File: src/rtl/ball_engine_pkg.sv
// ============================================================================
// Module   : ball_engine_pkg
// Brief    : Pong geometry constants and ball engine state encoding.
// Revision : 1.0
// ============================================================================
`default_nettype none

package ball_engine_pkg;

    localparam int SCREEN_H_RES  = 640;
    localparam int SCREEN_V_RES  = 480;
    localparam int X_POS_W       = 10;
    localparam int Y_POS_W       = 9;
    localparam int PADDLE_WIDTH  = 10;
    localparam int PADDLE_HEIGHT = 60;
    localparam int BALL_SIDE     = 10;

    // Signed width wide enough for any sprite edge sum without overflow.
    localparam int CMP_W = X_POS_W + 2;

    typedef enum logic [2:0] {
        SERVE  = 3'd0,
        WAIT   = 3'd1,
        MOVE   = 3'd2,
        BOUNCE = 3'd3,
        COMMIT = 3'd4
    } ball_state_t;

endpackage

`default_nettype wire

File: src/rtl/ball_engine_paddle_hit_check.sv
// ============================================================================
// Module   : paddle_hit_check
// Brief    : Combinational ball/paddle collision test for one paddle side.
// Revision : 1.0
// ============================================================================
`default_nettype none

module paddle_hit_check
    import ball_engine_pkg::*;
#(
    parameter bit PADDLE_ON_LEFT = 1'b1
) (
    input  logic signed [CMP_W-1:0] i_ball_x,
    input  logic signed [CMP_W-1:0] i_ball_y,
    input  logic signed [CMP_W-1:0] i_paddle_x,
    input  logic signed [CMP_W-1:0] i_paddle_y,
    input  logic                    i_ball_left,
    output logic                    o_hit
);

    localparam logic signed [CMP_W-1:0] c_ball_side = CMP_W'(BALL_SIDE);
    localparam logic signed [CMP_W-1:0] c_pad_w     = CMP_W'(PADDLE_WIDTH);
    localparam logic signed [CMP_W-1:0] c_pad_h     = CMP_W'(PADDLE_HEIGHT);

    logic w_overlap;
    logic w_x_hit;

    assign w_overlap = ((i_ball_y + c_ball_side) > i_paddle_y) &&
                       (i_ball_y < (i_paddle_y + c_pad_h));

    // Only a ball travelling towards the paddle can hit it.
    generate
        if (PADDLE_ON_LEFT) begin : g_left
            assign w_x_hit = i_ball_left &&
                             (i_ball_x < (i_paddle_x + c_pad_w)) &&
                             ((i_ball_x + c_ball_side) > i_paddle_x);
        end else begin : g_right
            assign w_x_hit = !i_ball_left &&
                             ((i_ball_x + c_ball_side) > i_paddle_x) &&
                             (i_ball_x < (i_paddle_x + c_pad_w));
        end
    endgenerate

    assign o_hit = w_overlap && w_x_hit;

endmodule

`default_nettype wire

File: src/rtl/ball_engine.sv
// ============================================================================
// Module   : ball_engine
// Brief    : Per-frame ball motion, collision resolution, serve and scoring.
// Revision : 1.0
// ============================================================================
`default_nettype none

module ball_engine
    import ball_engine_pkg::*;
#(
    parameter int SPEED_X            = 2,
    parameter int SPEED_Y            = 2,
    parameter int SERVE_DELAY_FRAMES = 60,
    parameter int SCORE_W            = 4
) (
    input  logic               clk_i,
    input  logic               rst_ni,
    input  logic               new_frame_i,
    input  logic [X_POS_W-1:0] player_paddle_x_i,
    input  logic [Y_POS_W-1:0] player_paddle_y_i,
    input  logic [X_POS_W-1:0] pc_paddle_x_i,
    input  logic [Y_POS_W-1:0] pc_paddle_y_i,
    output logic [X_POS_W-1:0] ball_x_o,
    output logic [Y_POS_W-1:0] ball_y_o,
    output logic               ball_left_o,
    output logic               ball_up_o,
    output logic [SCORE_W-1:0] player_score_o,
    output logic [SCORE_W-1:0] pc_score_o,
    output logic               point_o,
    output logic               busy_o
);

    localparam int CNT_W = (SERVE_DELAY_FRAMES > 1) ? $clog2(SERVE_DELAY_FRAMES) : 1;

    localparam logic [CNT_W-1:0]       c_cnt_last = CNT_W'(SERVE_DELAY_FRAMES - 1);
    localparam logic [X_POS_W-1:0]     c_cx       = X_POS_W'((SCREEN_H_RES - BALL_SIDE) / 2);
    localparam logic [Y_POS_W-1:0]     c_cy       = Y_POS_W'((SCREEN_V_RES - BALL_SIDE) / 2);
    localparam logic signed [X_POS_W:0] c_speed_x = (X_POS_W + 1)'(SPEED_X);
    localparam logic signed [Y_POS_W:0] c_speed_y = (Y_POS_W + 1)'(SPEED_Y);
    localparam logic signed [X_POS_W:0] c_x_max   = (X_POS_W + 1)'(SCREEN_H_RES - BALL_SIDE);
    localparam logic signed [Y_POS_W:0] c_y_max   = (Y_POS_W + 1)'(SCREEN_V_RES - BALL_SIDE);
    localparam logic [Y_POS_W-1:0]     c_y_max_u  = Y_POS_W'(SCREEN_V_RES - BALL_SIDE);
    localparam logic [X_POS_W-1:0]     c_pad_w    = X_POS_W'(PADDLE_WIDTH);
    localparam logic [X_POS_W-1:0]     c_ball_w   = X_POS_W'(BALL_SIDE);

    ball_state_t r_state;
    ball_state_t w_state_next;

    logic [CNT_W-1:0]          r_serve_cnt;
    logic [X_POS_W-1:0]        r_x;
    logic [Y_POS_W-1:0]        r_y;
    logic                      r_left;
    logic                      r_up;
    logic signed [X_POS_W:0]   r_nx;
    logic signed [Y_POS_W:0]   r_ny;
    logic [SCORE_W-1:0]        r_player_score;
    logic [SCORE_W-1:0]        r_pc_score;
    logic                      r_point;
    logic                      r_busy;

    logic [Y_POS_W-1:0]        w_ny_res;
    logic                      w_up_next;
    logic signed [CMP_W-1:0]   w_nx_cmp;
    logic signed [CMP_W-1:0]   w_ny_cmp;
    logic                      w_hit_player;
    logic                      w_hit_pc;
    logic [X_POS_W-1:0]        w_nx_res;
    logic                      w_left_next;
    logic                      w_pt_player;
    logic                      w_pt_pc;

    always_ff @(posedge clk_i) begin
        if (!rst_ni) begin
            r_state <= SERVE;
        end else begin
            r_state <= w_state_next;
        end
    end

    always_comb begin
        w_state_next = r_state;
        case (r_state)
            SERVE:   if (new_frame_i && (r_serve_cnt == c_cnt_last)) w_state_next = WAIT;
            WAIT:    if (new_frame_i) w_state_next = MOVE;
            MOVE:    w_state_next = BOUNCE;
            BOUNCE:  w_state_next = COMMIT;
            COMMIT:  w_state_next = r_point ? SERVE : WAIT;
            default: w_state_next = SERVE;
        endcase
    end

    // Wall clamp first; paddle overlap is judged on the clamped row.
    always_comb begin
        w_ny_res  = r_ny[Y_POS_W-1:0];
        w_up_next = r_up;
        if (r_ny[Y_POS_W]) begin
            w_ny_res  = '0;
            w_up_next = 1'b0;
        end else if (r_ny > c_y_max) begin
            w_ny_res  = c_y_max_u;
            w_up_next = 1'b1;
        end
    end

    assign w_nx_cmp = {{(CMP_W - X_POS_W - 1){r_nx[X_POS_W]}}, r_nx};
    assign w_ny_cmp = $signed(CMP_W'(w_ny_res));

    paddle_hit_check #(
        .PADDLE_ON_LEFT (1'b1)
    ) u_player_hit (
        .i_ball_x    (w_nx_cmp),
        .i_ball_y    (w_ny_cmp),
        .i_paddle_x  ($signed(CMP_W'(player_paddle_x_i))),
        .i_paddle_y  ($signed(CMP_W'(player_paddle_y_i))),
        .i_ball_left (r_left),
        .o_hit       (w_hit_player)
    );

    paddle_hit_check #(
        .PADDLE_ON_LEFT (1'b0)
    ) u_pc_hit (
        .i_ball_x    (w_nx_cmp),
        .i_ball_y    (w_ny_cmp),
        .i_paddle_x  ($signed(CMP_W'(pc_paddle_x_i))),
        .i_paddle_y  ($signed(CMP_W'(pc_paddle_y_i))),
        .i_ball_left (r_left),
        .o_hit       (w_hit_pc)
    );

    // Paddle hits take priority; a miss is only scored when neither paddle hit.
    always_comb begin
        w_nx_res    = r_nx[X_POS_W-1:0];
        w_left_next = r_left;
        w_pt_player = 1'b0;
        w_pt_pc     = 1'b0;
        if (w_hit_player) begin
            w_nx_res    = player_paddle_x_i + c_pad_w;
            w_left_next = 1'b0;
        end else if (w_hit_pc) begin
            w_nx_res    = pc_paddle_x_i - c_ball_w;
            w_left_next = 1'b1;
        end else if (r_left && r_nx[X_POS_W]) begin
            w_pt_pc = 1'b1;
        end else if (!r_left && (r_nx > c_x_max)) begin
            w_pt_player = 1'b1;
        end
    end

    always_ff @(posedge clk_i) begin
        if (!rst_ni) begin
            r_serve_cnt    <= '0;
            r_x            <= c_cx;
            r_y            <= c_cy;
            r_left         <= 1'b0;
            r_up           <= 1'b0;
            r_nx           <= '0;
            r_ny           <= '0;
            r_player_score <= '0;
            r_pc_score     <= '0;
            r_point        <= 1'b0;
            r_busy         <= 1'b0;
        end else begin
            case (r_state)
                SERVE: begin
                    if (new_frame_i) begin
                        r_serve_cnt <= (r_serve_cnt == c_cnt_last) ? '0 : r_serve_cnt + 1'b1;
                    end
                end
                WAIT: begin
                    if (new_frame_i) r_busy <= 1'b1;
                end
                MOVE: begin
                    r_nx <= r_left ? ($signed({1'b0, r_x}) - c_speed_x)
                                   : ($signed({1'b0, r_x}) + c_speed_x);
                    r_ny <= r_up   ? ($signed({1'b0, r_y}) - c_speed_y)
                                   : ($signed({1'b0, r_y}) + c_speed_y);
                end
                BOUNCE: begin
                    r_busy <= 1'b0;
                    if (w_pt_player || w_pt_pc) begin
                        r_x     <= c_cx;
                        r_y     <= c_cy;
                        r_left  <= w_pt_pc;
                        r_point <= 1'b1;
                        if (w_pt_player && (r_player_score != '1)) begin
                            r_player_score <= r_player_score + 1'b1;
                        end
                        if (w_pt_pc && (r_pc_score != '1)) begin
                            r_pc_score <= r_pc_score + 1'b1;
                        end
                    end else begin
                        r_x    <= w_nx_res;
                        r_y    <= w_ny_res;
                        r_left <= w_left_next;
                        r_up   <= w_up_next;
                    end
                end
                COMMIT: begin
                    r_point <= 1'b0;
                end
                default: begin
                    r_point <= 1'b0;
                end
            endcase
        end
    end

    assign ball_x_o       = r_x;
    assign ball_y_o       = r_y;
    assign ball_left_o    = r_left;
    assign ball_up_o      = r_up;
    assign player_score_o = r_player_score;
    assign pc_score_o     = r_pc_score;
    assign point_o        = r_point;
    assign busy_o         = r_busy;

endmodule

`default_nettype wire

File: config.mk
export PLATFORM = sky130hd
export DESIGN_NAME = ball_engine
export DESIGN_NICKNAME = d
export VERILOG_FILES = /design/src/rtl/ball_engine_pkg.sv /design/src/rtl/ball_engine_paddle_hit_check.sv /design/src/rtl/ball_engine.sv
export SDC_FILE = /design/constraint.sdc
export NUM_CORES = 1
export LEC_CHECK = 0
export CAP_MARGIN = 40
export CORE_MARGIN = 3
export CORE_UTILIZATION = 40
export CTS_CLUSTER_SIZE = 12
export DETAILED_ROUTE_END_ITERATION = 16
export MAX_ROUTING_LAYER = met4
export PLACE_DENSITY_LB_ADDON = 0.25
export SYNTH_ARGS = -nofsm -noshare
export SYNTH_HDL_FRONTEND = slang
export SYNTH_SLANG_ARGS = --single-unit
File: constraint.sdc
create_clock -name clk_i -period 4.2 [get_ports clk_i]
set_input_delay 1.26 -clock clk_i [delete_from_list [all_inputs] [get_ports clk_i]]
set_output_delay 1.26 -clock clk_i [all_outputs]
set_load 0.005 [all_outputs]
Yosys cells after proc, flatten, opt, wreduce, memory -nomap -nowiden

Cells that the tools add are included.
W data, S select, Z words.

Muxes and demuxes: 29
Bitwise gates (word level): 2
Magnitude comparators: 10
Equal/unequal tests: 10
Reduce and logical (&&, ||, !) cells: 28
$add $sub $neg: 15

Operators with widths:

| operator                | count |
|---|---|
| $mux W10                | 4 |
| $mux W9                 | 3 |
| $gt A12 B10 Y1          | 2 |
| $gt A12 B11 Y1          | 2 |
| $lt A10 B12 Y1          | 2 |
| $lt A11 B12 Y1          | 2 |
| $add A10 B4 Y11 const B | 2 |
| $add A9 B6 Y10 const B  | 2 |
| $mux W1                 | 15 |
| $pmux W3 S5             | 1 |
| $logic_and A1 B1 Y1     | 13 |
| $add A11 B5 Y12 const B | 1 |
| $add A10 B2 Y11 const B | 1 |
| $gt A11 B11 Y1 const B  | 1 |
| $mux W11                | 1 |
| $sub A10 B2 Y11 const B | 1 |
| $add A10 B4 Y10 const B | 1 |
| $add A9 B2 Y10 const B  | 1 |
| $add A9 B4 Y10 const B  | 1 |
| $gt A10 B10 Y1 const B  | 1 |
| $reduce_and A2 Y1       | 5 |
| $sub A10 B4 Y10 const B | 1 |
| $sub A9 B2 Y10 const B  | 1 |
| $reduce_and A3 Y1       | 3 |
| other kinds (18)        | 27 |

Flip-flop bits (word level): 61
Logic and storage cells: 106
Input port bits: 41
Output and inout bits: 31

Logic depth before layout (Yosys ltp)

Gate-level depths: netlist of the first run.

Depth in word-level cells: 12
Mapped depth: 20
Mapped depth without buffers: 19

Modules after synthesis

A second synthesis of the first run with hierarchy kept.

Cells, all modules: 878
Area, all modules: 7,005.5 um2

By module, submodules not included:

| module                          | area an instance (um2) | times used | sequential area each (um2) | cells each |
|---|---|---|---|---|
| ball_engine                     | 3,599.7                | 1          | 1,221.2                    | 425 |
| paddle_hit_check (u_player_hit) | 1,715.4                | 1          | 0.0                        | 228 |
| paddle_hit_check (u_pc_hit)     | 1,690.4                | 1          | 0.0                        | 225 |

Worst setup path after synthesis of the first run

Ideal clock, no wire load.

Path kind: in2reg
Start: in pc_paddle_x_i[3]
End: reg r_x[1], in the netlist ball_x_o[1]
Data arrival time: 4.041 ns
Cell stages on the path: 12
Slack: 0.037 ns
Setup time: 0.122 ns
Cells stage by stage: clkbuf_1 nor2_1 or4_1 xnor2_1 ha_1 a21oi_1 o21ai_0 o211ai_1 inv_1 o21ai_4 nand3_2 o32a_1

Word-level cells in the longest chain between the ends: 8
Elaborated cells between the ends (all ways): 14

RTL lines:

| item                                                         | RTL line                                                               | text |
|---|---|---|
| start: declaration                                           | ball_engine.sv:21                                                      | `input logic [X_POS_W-1:0] pc_paddle_x_i,` |
| $add A10 B4 Y11 / $gt A12 B11 Y1 (equally long branches)     | ball_engine_paddle_hit_check.sv:40, ball_engine_paddle_hit_check.sv:39 |  |
| $lt A11 B12 Y1 / $logic_and A1 B1 Y1 (equally long branches) | ball_engine_paddle_hit_check.sv:40, ball_engine_paddle_hit_check.sv:38 |  |
| $logic_and A1 B1 Y1 *                                        | ball_engine_paddle_hit_check.sv:39                                     | `((i_ball_x + c_ball_side) > i_paddle_x) &&` |
| $logic_and A1 B1 Y1 *                                        | ball_engine_paddle_hit_check.sv:44                                     | `assign o_hit = w_overlap && w_x_hit;` |
| $mux W1                                                      | ball_engine.sv:139                                                     | `end else if (w_hit_pc) begin` |
| $mux W1                                                      | ball_engine.sv:136                                                     | `if (w_hit_player) begin` |
| $logic_or A1 B1 Y1                                           | ball_engine.sv:180                                                     | `if (w_pt_player \|\| w_pt_pc) begin` |
| $mux W10 *                                                   | ball_engine.sv:180                                                     |  |
| end signal: assignment                                       | ball_engine.sv:192                                                     | `r_x <= w_nx_res;` |
| end: declaration                                             | ball_engine.sv:50                                                      | `logic [X_POS_W-1:0] r_x;` |

Every way passes the cells marked *; elsewhere a longest branch is shown, timed or not.
A chain may end at the register's enable or synchronous reset.

Worst setup path in the final report of the first run

Start: in pc_paddle_x_i[1]
End: reg r_x[2], in the netlist ball_x_o[2]

Word-level cells in the longest chain between the ends: 8
Elaborated cells between the ends (all ways): 15

RTL lines:

| item                                                         | RTL line |
|---|---|
| $add A10 B4 Y11 / $gt A12 B11 Y1 (equally long branches)     | ball_engine_paddle_hit_check.sv:40, ball_engine_paddle_hit_check.sv:39 |
| $lt A11 B12 Y1 / $logic_and A1 B1 Y1 (equally long branches) | ball_engine_paddle_hit_check.sv:40, ball_engine_paddle_hit_check.sv:38 |
| $logic_and A1 B1 Y1                                          | ball_engine_paddle_hit_check.sv:39 |
| $logic_and A1 B1 Y1                                          | ball_engine_paddle_hit_check.sv:44 |
| $mux W1                                                      | ball_engine.sv:139 |
| $mux W1                                                      | ball_engine.sv:136 |
| $logic_or A1 B1 Y1                                           | ball_engine.sv:180 |
| $mux W10 *                                                   | ball_engine.sv:180 |

Marked as above.

==> qor.txt, run 1 <==
CTS tree -> built
Initial Utilization -> 41.11%
Fin worst setup slack -> 0.07687 ns
Clock Skews -> 0.006513 ns
Pint -> 1180 µW
Worst Path Arrival -> 4.34 ns
GRT Total Usage -> 22.21%
Largest cells by area after synthesis -> dfxtp_1 (20%), ha_1 (20%), a21oi_1 (6.2%), xnor2_1 (5.4%), inv_1 (4.2%)
Max cap viols -> 0
Vias in the first global route -> 5887
CP max stage delay -> 0.49 ns
Worst-Skew Late Latency -> 0.33 ns
CP dominant cell by count -> ha_1
Reg2reg end -> ball_y_o[2]
Layout cells sized above 1 -> 21.32%
Startpoint Class -> input pin
Switch Pwr -> 404.5 µW
Routability Congestion -> 0.9126
Diode count -> 0
H-tree levels -> 3
Routed vias -> 6295
Relative slew slack -> 41.66%
CTS buffer count -> 9
Final worst path period share -> 98.17%
Fmax -> 0.2425 GHz
Slew @ Worst Pin -> 0.8751 ns
Synth top area share -> 20.29%
Post-synthesis cell area -> 6020 µm²
Vias per Instance -> 5.541
Reg2Reg Depth -> 20
Clock slew at reported path FFs -> 0.06 ns
Setup tns final -> 0 ns
Pre-CTS setup slack -> -0.2869 ns
Combinational share of power -> 17.0%
# rows -> 44
Worst hold-check path type -> reg -> reg
Status -> finished, final reports clean
Area leader, netlist -> dfxtp_1
Clk pwr share -> 46.4%
Final Hold Vio Count -> 0
RR Startpoint -> r_ny[4]
Count of input and output buffers -> 71
Net Sw Frac -> 25.52%
Most frequent cells after synthesis -> ha_1 (95), a21oi_1 (74), inv_1 (67)
Netlist cell types -> 78
Layout fillers -> 1364
Main flop type after synthesis -> dfxtp_1
DIE AREA -> 16560 µm²
Power Density -> 191.3 nW/µm²
Util after Layout -> 56.59%
Critical-path maximum fanout -> 4
Crit end category -> flop
Yosys warnings -> 0
Die extent in x -> 128.7 µm
First DRT Iteration DRCs -> 493
Async S/R FF share, synth -> 0%
Crit path depth -> 15
Final Net Count -> 1085
IO Count -> 72
Setup violators final -> 0
Multi-input gate area -> 4606 µm²
Largest net degree at the start of global routing -> 22
Peak supply drop -> 0.1879 mV
Sequential share of the synthesized area -> 20.29%
R2r setup slk -> 0.11 ns
Cell count after synthesis -> 763
Clock Path Buffers -> 2
Post-DP HPWL -> 14560 µm
First-pass GRT wire length -> 29080 µm
Core box area -> 14640 µm²
Syn nets -> 901
Crit-path slowest cell -> clkdlybuf4s50_1
Initial antenna violation count -> 0
Post-Route WL -> 18590 µm
Crit-path leading delay family -> compound AO/OA/AOI/OAI gates
Die height -> 128.7 µm
Residual DRC -> 0
DR WL/cell -> 16.36 µm
Number of synthesized flops with an enable pin -> 0
Min cycle time layout -> 4.123 ns
Antenna Nets Post-Route -> 0
Synth Register Bits -> 61
Pre-antenna DRT Iters -> 5
Critical path startpoint -> pc_paddle_x_i[1]
Hold_ws -> 0.4730 ns
P_leak -> 0.003685 µW
Max-slew violations -> 0
FF/Latch Area -> 1230 µm²
Worst setup endpoint -> ball_x_o[2]
Remaining global-route overflow -> 0
Mean Syn Cell Area -> 7.889 µm²
Seq pwr share -> 36.7%
Worst path bufs/invs -> 3
Layout area overhead -> 37.66%
Req. time, crit path -> 4.41 ns
Worst-path cell chain -> clkdlybuf4s50_1, ha_1, nor2_1, or4_4, xnor2_2, ha_1, a21oi_2, o21ai_1, a41o_1, o211ai_1, inv_1, buf_4, o32ai_2, o22ai_1, a22o_1
Crit Path Class -> in -> reg
Clock sinks -> 61
Count leader, synth -> ha_1
Root Buffer -> clkbuf_16
## repair_timing
action	in CTS	in global routing
gates resized for setup	0	47
hold buffers	0	0
setup buffers	0	13
setup endpoints to repair	0	29
## layer usage
layer,wire (µm),GRT usage (%),share of wire [%]
met1,8435,29.03,45
met2,8889,36.77,48
met3,992,3.113,5.3
met4,269,4.447,1.4
met5,0,-,0
## metrics by stage
step / std cells / power (µW) / area [µm²]
final: 1136 / 1585 / 8287
after global routing: 1136 / 1654 / 8287
after CTS: 1123 / 1588 / 7998
after detailed placement: 1107 / 849.9 / 7699
after global placement: 1106 / 848.6 / 7684
after floorplan: 763 / 718.9 / 6020
## cell type report
| cell class | instances | area share, % |
|---|---|---|
| sequential | 61 | 14.84 |
| inverter | 67 | 3.035 |
| multi-input combinational | 611 | 55.58 |
| clock inverter | 7 | 0.8908 |
| timing repair buffer | 197 | 20.16 |
| clock buffer | 9 | 2.718 |
| tap | 184 | 2.778 |
## power groups by stage
stage          registers [µW]  clock network (µW)  logic [µW]
3_3_place_gp              594                   0         254
2_1_floorplan             594                   0         125
5_1_grt                   581                 776         297
3_5_place_dp              594                   0         256
6_report                  581                 735         269
4_1_cts                   582                 748         258
## layout by cell type (no fill, tap or decap), types with 8 or more instances in the layout
| master | count |
|---|---|
| ha_1 | 94 |
| buf_4 | 124 |
| xnor2_1 | 36 |
| nand2_1 | 57 |
| dfxtp_1 | 56 |
| o21ai_0 | 32 |
| inv_1 | 67 |
| nor3_1 | 19 |
| nand4_1 | 16 |
| nand2b_1 | 10 |
| nand3_1 | 32 |
| nor2_1 | 48 |
| o21a_1 | 8 |
| clkbuf_16 | 9 |
| a21oi_1 | 71 |
| clkdlybuf4s50_1 | 70 |
| o31ai_1 | 8 |
## worst register-to-register path, cell delays in order, from the launching register on
cell and delay, ns:
dfxtp_4 0.37, nand4_1 0.24, a21oi_4 0.26, nor2_2 0.06, nor2_2 0.13, ha_2 0.19, o21ai_1 0.05, mux2_2 0.26
mux2i_1 0.15, nor3_2 0.08, ha_1 0.31, a22o_1 0.22, nor4_2 0.29, o211a_1 0.24, nor4_4 0.06, o211a_2 0.15
a21o_4 0.24, buf_4 0.14, and3_1 0.17, buf_4 0.16, a22o_1 0.18
## kinds of logic (layout without fill, tap and decap cells)
logic type | after synthesis | after routing | share of synthesized area (%)
flops | 61 | 61 | 20.29
xor+xnor | 46 | 46 | 6.818
mux | 7 | 7 | 1.206
simple gates | 244 | 244 | 20.91
compound gates | 217 | 217 | 24.24
fa+ha+maj | 97 | 97 | 20.41
buf+inv | 91 | 280 | 6.132
## registers in the layout, indices dropped and copies added (netlist names)
register,cells
ball_up_o,1
r_ny,10
busy_o,1
r_state,3
pc_score_o,4
r_nx,11
ball_left_o,1
ball_y_o,9
player_score_o,4
point_o,1
r_serve_cnt,6
ball_x_o,10
## worst min-delay path by stage
| stage | start | end | cells past startpoint |
|---|---|---|---|
| 3_3_place_gp | r_ny[0] | r_ny[0] | 2 |
| 3_5_place_dp | r_serve_cnt[1] | r_serve_cnt[1] | 2 |
| 2_1_floorplan | r_nx[0] | r_nx[0] | 2 |
| 4_1_cts | r_serve_cnt[1] | r_serve_cnt[1] | 2 |
| 5_1_grt | r_ny[0] | r_ny[0] | 2 |
| 6_report | r_ny[0] | r_ny[0] | 2 |
Note: power is estimated with default switching activity, not from simulation.
==> run 2: changes to the inputs <==
--- a/config.mk
+++ b/config.mk
@@ -7,7 +7,7 @@
 export LEC_CHECK = 0
 export CAP_MARGIN = 40
 export CORE_MARGIN = 3
-export CORE_UTILIZATION = 40
+export CORE_UTILIZATION = 52
 export CTS_CLUSTER_SIZE = 12
 export DETAILED_ROUTE_END_ITERATION = 16
 export MAX_ROUTING_LAYER = met4
==> run 2 against run 1 <==
Flip-flop and latch count did not move. Final cell count fell by 4.4%. Wire length rose by 4.3%. Sequential share of layout area rose by 0.12 points. Design area fell by 1.4%. Combinational power fell by 2%. Clock power rose by 7.2%. Largest power group unchanged.
==> qor.txt, run 2 (synthesis results as in run 1) <==
Setup violators final -> 0 (unchanged)
Max-slew violations -> 0 (unchanged)
Peak supply drop -> 0.2174 mV (+16%)
Core box area -> 11080 µm² (-24%)
Pint -> 1246 µW (+5.6%)
Routed vias -> 6545 (+4.0%)
H-tree levels -> 3 (unchanged)
Critical path startpoint -> player_paddle_y_i[2]
FF/Latch Area -> 1222 µm² (-0.61%)
RSZ-0062 raised after global routing -> yes
CP max stage delay -> 0.49 ns (about the same)
Vias in the first global route -> 6302 (+7.0%)
Hold Startpoint -> busy_o
# hold bufs at CTS -> 0 (unchanged)
Clock sinks -> 61 (unchanged)
Power Density -> 200.1 nW/µm² (+4.6%)
M2 GR Usage -> 51.08% (+14 points)
Multi-input gate area -> 4558 µm² (-1.0%)
Largest net degree at the start of global routing -> 28 (+27%)
Min cycle time layout -> 4.072 ns (-0.05111 ns)
Final Hold Vio Count -> 0 (unchanged)
Worst-Skew Late Latency -> 0.33 ns (about the same)
Root Buffer -> clkbuf_16
Worst-path cell chain -> clkdlybuf4s50_1, inv_1, ha_2, nand3_2, nand3_2, xnor2_2, ha_1, nand2_1, a2bb2oi_1, o211ai_1, nor3_2, or2_4, a21o_4, buf_4, or4_1, a21oi_1
Vias per Instance -> 6.027 (+8.8%)
IO Count -> 72 (unchanged)
First-pass GRT wire length -> 30190 µm (+3.8%)
DR WL/cell -> 17.85 µm (+9.1%)
Clk pwr share -> 48.2% (+1.8 points)
Met3 Usage GRT -> 3.660% (+0.55 points)
CTS buffer count -> 9 (unchanged)
GRT Total Usage -> 29.48% (+7.3 points)
Critical-path maximum fanout -> 7 (+3)
Layout fillers -> 884 (-35%)
Layout area overhead -> 35.69%
Layout cells sized above 1 -> 19.87% (-1.5 points)
Clock Skews -> 0.004530 ns (-0.001984 ns)
Net Sw Frac -> 23.78% (-1.7 points)
Design Power -> 1635 µW (+3.1%)
Worst Path Arrival -> 4.33 ns (about the same)
Initial Utilization -> 54.34% (+13 points)
Post-DP HPWL -> 15000 µm (+3.0%)
# rows -> 38 (-14%)
Fin area -> 8168 µm² (-1.4%)
Reg2Reg Depth -> 19 (-5.0%)
Crit Path Class -> in -> reg
Diode count -> 0 (unchanged)
Slew @ Worst Pin -> 0.8898 ns (+0.01471 ns)
Hold_ws -> 0.4820 ns (+0.008931 ns)
Seq pwr share -> 35.6% (-1.1 points)
Inst Count DP -> 1055 (-4.7%)
Worst hold-check path type -> reg -> reg
Placed Area -> 7596 µm² (-1.3%)
RR Startpoint -> r_ny[4]
Startpoint Class -> input pin
Met1 GRT Util -> 35.63% (+6.6 points)
Crit-path leading delay family -> simple AND/OR/NAND/NOR gates
Fmax -> 0.2456 GHz (+1.3%)
Layout Cells excl Fill -> 1086 (-4.4%)
Combinational share of power -> 16.2% (-0.8 points)
Final Net Count -> 1080 (-0.46%)
Clock slew at reported path FFs -> 0.05 ns (about the same)
CTS tree -> built
Crit-path slowest cell -> clkdlybuf4s50_1
Remaining global-route overflow -> 0 (unchanged)
Switch Pwr -> 388.6 µW (-3.9%)
Status -> finished, final reports clean
Worst path bufs/invs -> 3 (unchanged)
Clock Path Buffers -> 2 (unchanged)
Req. time, crit path -> 4.46 ns (+0.05 ns)
Crit end category -> flop
Residual DRC -> 0 (unchanged)
Crit path depth -> 16 (+1)
Max cap viols -> 0 (unchanged)
Pre-antenna DRT Iters -> 5 (unchanged)
Global routing's busiest layer -> met2
Commonest non-fill, non-tap cell in the layout -> buf_4
R2r setup slk -> 0.13 ns (+0.02 ns)
Max FFs per register -> 11 (unchanged)
Die extent in x -> 113.6 µm (-12%)
P_leak -> 0.003679 µW (-0.15%)
WHS Path Cells -> 2 (unchanged)
Initial antenna violation count -> 0 (unchanged)
Antenna Nets Post-Route -> 0 (unchanged)
Final worst path period share -> 96.95% (-1.2 points)
Post-Route WL -> 19380 µm (+4.3%)
Util after Layout -> 73.73% (+17 points)
Most frequent cells in the layout -> buf_4 (117), ha_1 (92), a21oi_1 (69), clkdlybuf4s50_1 (67), inv_1 (66)
Count of input and output buffers -> 71 (unchanged)
Die height -> 113.6 µm (-12%)
Routability Congestion -> 0.9744 (+6.8%)
Relative slew slack -> 40.68% (-0.98 points)
Register with the most flip-flops -> r_nx
DIE AREA -> 12900 µm² (-22%)
CP dominant cell by count -> nand3_2
First DRT Iteration DRCs -> 606 (+23%)
[run 2: cell count changes in the layout (fill, tap and decap cells not counted), moves of 3 or more]
cell / before / now
dfxtp_2: 4 / 1
dfxtp_1: 56 / 60
dlymetal6s2s_1: 1 / 4
clkdlybuf4s50_1: 70 / 67
buf_4: 124 / 117
a21oi_2: 4 / 7
[run 2: per-stage QoR]
step	setup slack (ns)	setup TNS, ns
6_report	0.1280	0
5_1_grt	-0.05340	-0.1715
4_1_cts	0.0004223	0
3_5_place_dp	-0.2901	-5.910
3_3_place_gp	-0.2222	-4.338
2_1_floorplan	0.03668	0
[run 2: power groups by stage]
stage	registers (µW)	logic (µW)	clock network, µW
3_3_place_gp	594	242	0
3_5_place_dp	594	251	0
6_report	582	264	788
5_1_grt	582	290	818
4_1_cts	582	253	791
2_1_floorplan	594	125	0
[run 2: worst reg2reg max path, delay by kind of cell (launching register included)]
family	cells	cell delay, ns
mux	2	0.43
flops	1	0.41
buf+inv	1	0.16
fa+ha+maj	2	0.53
simple gates	7	1.17
compound gates	7	1.31
[run 2: area by class of cell]
cell class,instances,area share (%)
tap,140,2.145
clock inverter,4,0.8885
multi-input combinational,612,55.81
sequential,61,14.97
inverter,67,3.079
timing repair buffer,191,20.14
clock buffer,11,2.972
[run 2: timing repair]
item / in CTS / in global routing
setup buffers: 0 / 15
gates resized for setup: 1 / 38
hold endpoints to repair: 0 / 0
endpoints found under the setup margin: 3 / 30
cloned: 0 / 1
pin swaps: 0 / 24
[run 2: layer usage]
layer | part of all wire, % | wire, µm | up-vias
li1 | - | - | 3165
met1 | 41 | 7972 | 3066
met2 | 50 | 9637 | 262
met3 | 6.4 | 1243 | 52
met4 | 2.7 | 531 | 0
met5 | 0 | 0 | -
[run 2: path summary, 6_finish.rpt]
kind,end
worst max-delay path,pc_score_o[3]
worst min register to register,busy_o
worst min-delay path,busy_o
worst max register to register,pc_score_o[3]
==> run 3: changes to the inputs <==
--- a/config.mk
+++ b/config.mk
@@ -10,7 +10,6 @@
 export CORE_UTILIZATION = 52
 export CTS_CLUSTER_SIZE = 12
 export DETAILED_ROUTE_END_ITERATION = 16
-export MAX_ROUTING_LAYER = met4
 export PLACE_DENSITY_LB_ADDON = 0.25
 export SYNTH_ARGS = -nofsm -noshare
 export SYNTH_HDL_FRONTEND = slang
==> run 3 against run 2 <==
First-iteration DRC count down 7.1%. Largest power group unchanged. Design area down 0.18%. Via count up 0.40%. Critical path type unchanged. Global-route usage down 0.75 points.
==> qor.txt, run 3 (synthesis results as in run 1) <==
Status -> finished, final reports clean
First DRT Iteration DRCs -> 563 (-7.1%)
Multi-input gate area -> 4586 µm² (+0.60%)
Crit end category -> flop
Worst Path Arrival -> 4.35 ns (+0.02 ns)
Commonest non-fill, non-tap cell in the layout -> buf_4
GRT Total Usage -> 28.73% (-0.75 points)
Die extent in x -> 113.6 µm (unchanged)
Residual DRC -> 0 (unchanged)
Design Power -> 1542 µW (-5.6%)
First-pass GRT wire length -> 30300 µm (+0.36%)
Power Density -> 189.2 nW/µm² (-5.5%)
# rows -> 38 (unchanged)
Placed Area -> 7589 µm² (about the same)
Vias per Instance -> 6.062 (+0.58%)
Max-slew violations -> 0 (unchanged)
Post-DP HPWL -> 15120 µm (+0.80%)
Crit-path slowest cell -> or4_1
Remaining global-route overflow -> 0 (unchanged)
RR Startpoint -> r_ny[8]
Root Buffer -> clkbuf_16
P_leak -> 0.003666 µW (-0.36%)
Inst Count DP -> 1055 (unchanged)
Post-Route WL -> 19460 µm (+0.37%)
Antenna Nets Post-Route -> 0 (unchanged)
Min cycle time layout -> 4.091 ns (+0.01923 ns)
Initial antenna violation count -> 0 (unchanged)
Worst-Skew Late Latency -> 0.32 ns (about the same)
R2r setup slk -> 0.16 ns (+0.03 ns)
FF/Latch Area -> 1222 µm² (unchanged)
Routability Congestion -> 0.9552 (-2.0%)
Relative slew slack -> 36.69% (-4.0 points)
Setup violators final -> 0 (unchanged)
Startpoint Class -> input pin
H-tree levels -> 3 (unchanged)
Layout Cells excl Fill -> 1084 (-0.18%)
Largest net degree at the start of global routing -> 28 (unchanged)
Hold Startpoint -> r_ny[0]
CTS tree -> built
Worst hold-check path type -> reg -> reg
Pre-CTS setup slack -> -0.3932 ns (-0.1031 ns)
CTS buffer count -> 9 (unchanged)
Final worst path period share -> 97.41% (+0.46 points)
Vias in the first global route -> 6445 (+2.3%)
Fmax -> 0.2444 GHz (-0.47%)
Crit Path Class -> in -> reg
Pre-antenna DRT Iters -> 5 (unchanged)
Final Hold Vio Count -> 0 (unchanged)
Reg2reg end -> ball_x_o[8]
Clock slew at reported path FFs -> 0.06 ns (about the same)
Initial Utilization -> 54.34% (unchanged)
Hold Path End -> r_ny[0]
Clock sinks -> 61 (unchanged)
Most frequent cells in the layout -> buf_4 (113), ha_1 (92), a21oi_1 (69), clkdlybuf4s50_1 (66), inv_1 (65)
Count of input and output buffers -> 71 (unchanged)
Hold_ws -> 0.4824 ns (+0.0003820 ns)
RSZ-0062 raised after global routing -> yes
Max FFs per register -> 11 (unchanged)
WHS Path Cells -> 2 (unchanged)
Peak supply drop -> 0.1784 mV (-18%)
Register with the most flip-flops -> r_nx
IO Count -> 72 (unchanged)
Final Net Count -> 1077 (-0.28%)
Layout cells sized above 1 -> 20.76% (+0.89 points)
# hold bufs at CTS -> 0 (unchanged)
Worst-path cell chain -> clkdlybuf4s50_1, inv_1, ha_2, nand3_2, buf_4, xnor2_1, ha_1, a21oi_1, a2bb2oi_1, o211ai_1, nor3_2, or2_4, a21o_4, buf_4, or4_1, a21oi_1
Req. time, crit path -> 4.46 ns (about the same)
Critical-path maximum fanout -> 7 (unchanged)
Clock Skews -> 0.005970 ns (+0.001440 ns)
Core box area -> 11080 µm² (unchanged)
Slew @ Worst Pin -> 0.9473 ns (+0.05755 ns)
Routed vias -> 6571 (+0.40%)
Diode count -> 0 (unchanged)
Reg2Reg Depth -> 20 (+1)
Die height -> 113.6 µm (unchanged)
Layout fillers -> 855 (-3.3%)
Clock Path Buffers -> 2 (unchanged)
Layout area overhead -> 35.44%
Fin worst setup slack -> 0.1087 ns (-0.01923 ns)
DIE AREA -> 12900 µm² (unchanged)
Max cap viols -> 0 (unchanged)
DR WL/cell -> 17.95 µm (+0.55%)
CP max stage delay -> 0.50 ns (about the same)
Fin area -> 8153 µm² (-0.18%)
-- run 3: what timing repair did --
action,4_1_cts,5_1_grt
buffers inserted,2,10
endpoints found under the setup margin,12,30
gates resized for setup,3,44
endpoints found under the hold margin,0,0
pin swaps,0,26
gates cloned,0,1
-- run 3: cell type report --
type | count | share of cell area [%]
Inverter | 67 | 3.085
Tap cell | 140 | 2.149
Timing Repair Buffer | 189 | 20.00
Multi-Input combinational cell | 611 | 56.25
Sequential cell | 61 | 14.99
Clock buffer | 11 | 3.100
Clock inverter | 5 | 0.4297
-- run 3: worst max-delay path: cells and delay by family --
kind | cells | cell delay, ns
AOI/OAI and AO/OA | 5 | 0.71
xor gates and xnor gates | 1 | 0.12
adders and majority gates | 2 | 0.50
buffers and inverters | 4 | 0.82
and+or+nand+nor | 4 | 0.94
-- run 3: worst max path at each step --
stage	end	slack [ns]	from	depth (start not counted)
global placement	ball_up_o	-0.36	player_paddle_x_i[1]	14
CTS	ball_x_o[1]	0.003	r_ny[8]	20
detailed placement	ball_up_o	-0.39	player_paddle_x_i[1]	14
finish	pc_score_o[3]	0.11	player_paddle_y_i[2]	16
global route	ball_x_o[0]	-0.09	r_ny[8]	20
floorplan	ball_x_o[1]	0.04	pc_paddle_x_i[3]	12
-- run 3: routing by layer --
| metal | wire [µm] | vias to the layer above | GRT usage, % |
|---|---|---|---|
| li1 | - | 3161 | - |
| met1 | 8135 | 3098 | 35.46 |
| met2 | 9457 | 246 | 50.37 |
| met3 | 1081 | 66 | 3.873 |
| met4 | 780 | 0 | 11.46 |
| met5 | 0 | - | 0 |
-- run 3: through the flow --
stage	setup TNS (ns)	utilization, %
6_report	0	73.59
5_1_grt	-0.4571	73.59
4_1_cts	0	71.36
3_5_place_dp	-8.363	68.50
3_3_place_gp	-6.855	68.50
2_1_floorplan	0	-
-- run 3: power by group --
part	internal, µW	leakage [µW]	total, µW	switching (µW)
registers	581	0.000492	582	1.50
logic	133	0.00303	265	132
clock network	431	0.000141	695	265
total	1140	0.00367	1540	398
==> edit (flow settings as in run 2) <==
Encoding of `ball_state_t`: now Gray code (3 bits for 5 states).
--- a/src/rtl/ball_engine_pkg.sv
+++ b/src/rtl/ball_engine_pkg.sv
@@ -19,11 +19,11 @@
     localparam int CMP_W = X_POS_W + 2;
 
     typedef enum logic [2:0] {
-        SERVE  = 3'd0,
-        WAIT   = 3'd1,
-        MOVE   = 3'd2,
-        BOUNCE = 3'd3,
-        COMMIT = 3'd4
+        SERVE  = 3'b000,
+        WAIT   = 3'b001,
+        MOVE   = 3'b011,
+        BOUNCE = 3'b010,
+        COMMIT = 3'b110
     } ball_state_t;
 
 endpackage
Function: same outputs for any inputs over 10 cycles, from zero or initial values and one cycle with rst_ni low; not proved beyond that.
==> edit against run 2 <==
Fmax fell by 2.3%. Worst setup slack got worse by 0.094 ns. Total power grew 0.89%. Via count fell by 2.2%. Final cell count is 1.6% lower. Synthesized area is 2.1% lower. Clock power grew 2%. First-iteration DRC count decreased by 25%. Cell area is 1.2% higher. Routed wire length decreased by 2.1%. Sequential cell count is the same. Clock skew rose by 0.0011 ns. Critical path type unchanged. Critical endpoint unchanged.
==> edit: results (changes against run 2) <==
* HPWL reported at the end of detailed placement: 14900 um (-0.82%)
- Clock root buffer: clkbuf_16
* Final net count: 1062 (-1.7%)
- Adder-cell area share of the yosys netlist: 21.2% (+0.77 points)
- Ranked by flip-flop count, first place goes to r_nx.
- The synthesized-area fraction occupied by ao, oa, aoi and oai cells came to 23.8% (-0.44 points).
- The post-synthesis mux area share came to 1.72% (+0.51 points).
* Filler Cells Inserted: 804 (-9.0%)
- The stage delay of the slowest cell on the critical path is 0.56 ns (+0.07 ns).
* Met1 Wirelength: 8040 um (+0.90%)
- For this design, the slowest cell found on the critical path is or4_4.
* Most used flip-flop cell after synthesis: dfxtp_1
- Uppermost layer routed: met4
* Leak pwr: 3.77 nW (+2.5%)
- The via count of the first global-routing pass came to 6272 (-0.48%).
- DR iter-0 viols: 457 (-25%)
* Share of cells above drive strength 1: 21.6% (+1.8 points)
* Number of setup buffers added after CTS: 1 (+1)
- Placement-stage cell area: 7580 um2 (-0.21%)
- Worst IR drop on VDD: 0.000266 V (+22%)
* Routed length on met3: 963 um (-23%)
- After synthesis, the most frequently instantiated cells are 95 x ha_1, 70 x inv_1, 61 x dfxtp_1.
- Worst-case clock skew: 0.00561 ns (+0.00108 ns)
* Critical path peak fanout: 6 (-1)
- Met2 wire length: 9400 um (-2.5%)
* Deepest level of the CTS H-tree: 3 (unchanged)
- The sequential cell area fraction in the yosys report was 20.7% (+0.43 points).
- Worst hold margin: 0.480 ns (-0.00163 ns)
- Avg WL per Cell: 17.8 um (-0.55%)
- The run finished with clean final reports.
- Met1 Resource Use GR: 35.8% (+0.16 points)
- The post-route minimum period came to 4.17 ns (+0.0938 ns).
- The global router's overall resource usage was 29.8% (+0.33 points).
- Via density per instance: 5.99 (-0.66%)
- The worst max-slew margin expressed relative to the limit came to 28.5% (-12 points).
- GR Layer Usage met2: 51.1% (about the same)
- The global-route wire length before repair was 30200 um (unchanged).
- The worst hold path belongs to the class reg -> reg.
* Met3 usage in global routing: 4.47% (+0.81 points)
- The number of nets in the synthesized netlist is 877 (-2.7%).
- Synth cell types: 75 (-3.8%)
* Gates resized, CTS repair: 20 (+19)
- Antenna violations before repair: 0 (unchanged)
- Maximum number of pins on one net before global-route repair: 23 (-18%)
- Xor and xnor area share after synthesis: 8.30% (+1.5 points)
* Pre-CTS setup slack: -0.540 ns (-0.250 ns)
- By area the synthesized netlist is led by dfxtp_1 21%, ha_1 20%, xnor2_1 6.7%, inv_1 4.5%, a21oi_1 4.2%.
- The number of detailed-route iterations in the first pass came to 5 (unchanged).
- Arrival time worst endpoint: 4.38 ns (+0.05 ns)
* Final weighted congestion of routability-driven global placement: 0.939 (-3.7%)
## edit: logic make-up (layout without fill, tap and decap cells)
| logic type | count (synthesis) | in the layout |
|---|---|---|
| muxes | 10 | 10 |
| AOI/OAI and AO/OA | 204 | 204 |
| and+or+nand+nor | 218 | 218 |
| DFF | 61 | 61 |
| xor gates and xnor gates | 55 | 55 |
| adders and majority gates | 99 | 99 |
| buffers and inverters | 92 | 282 |
## edit: critical path: cells and delay by family
family	cells	cell delay, ns
adders and majority gates	1	0.29
AOI/OAI and AO/OA	5	0.92
and+or+nand+nor	4	0.93
buffers and inverters	3	0.78
xor gates and xnor gates	2	0.18
## edit: where the power goes
part	total [W]	switching, W	internal (W)	leakage, nW
Clock	0.000804	0.000255	0.000549	0.163
Combinational	0.000262	0.000127	0.000135	3.11
Sequential	0.000583	0.00000199	0.000581	0.494
## edit: area by class of cell
| cell class | instances | area [um2] | area share, % |
|---|---|---|---|
| Clock buffer | 12 | 256 | 3.10 |
| Clock inverter | 4 | 70.1 | 0.847 |
| Inverter | 71 | 267 | 3.22 |
| Multi-Input combinational cell | 586 | 4610 | 55.7 |
| Sequential cell | 61 | 1230 | 14.8 |
| Tap cell | 140 | 175 | 2.12 |
| Timing Repair Buffer | 195 | 1670 | 20.2 |
## edit: per-stage QoR
stage                     power (W)  cells
after floorplan            0.000713    739
after global placement     0.000830   1043
after detailed placement   0.000839   1044
after CTS                   0.00164   1061
after global routing        0.00170   1069
final                       0.00165   1069
## edit: worst paths after layout
check                                           from            end  cells after the start
worst max-delay path            player_paddle_y_i[4]  pc_score_o[3]                     15
worst min-delay path                     ball_y_o[0]        r_ny[0]                      2
worst max register to register               r_ny[2]    ball_x_o[1]                     18
worst min register to register           ball_y_o[0]        r_ny[0]                      2
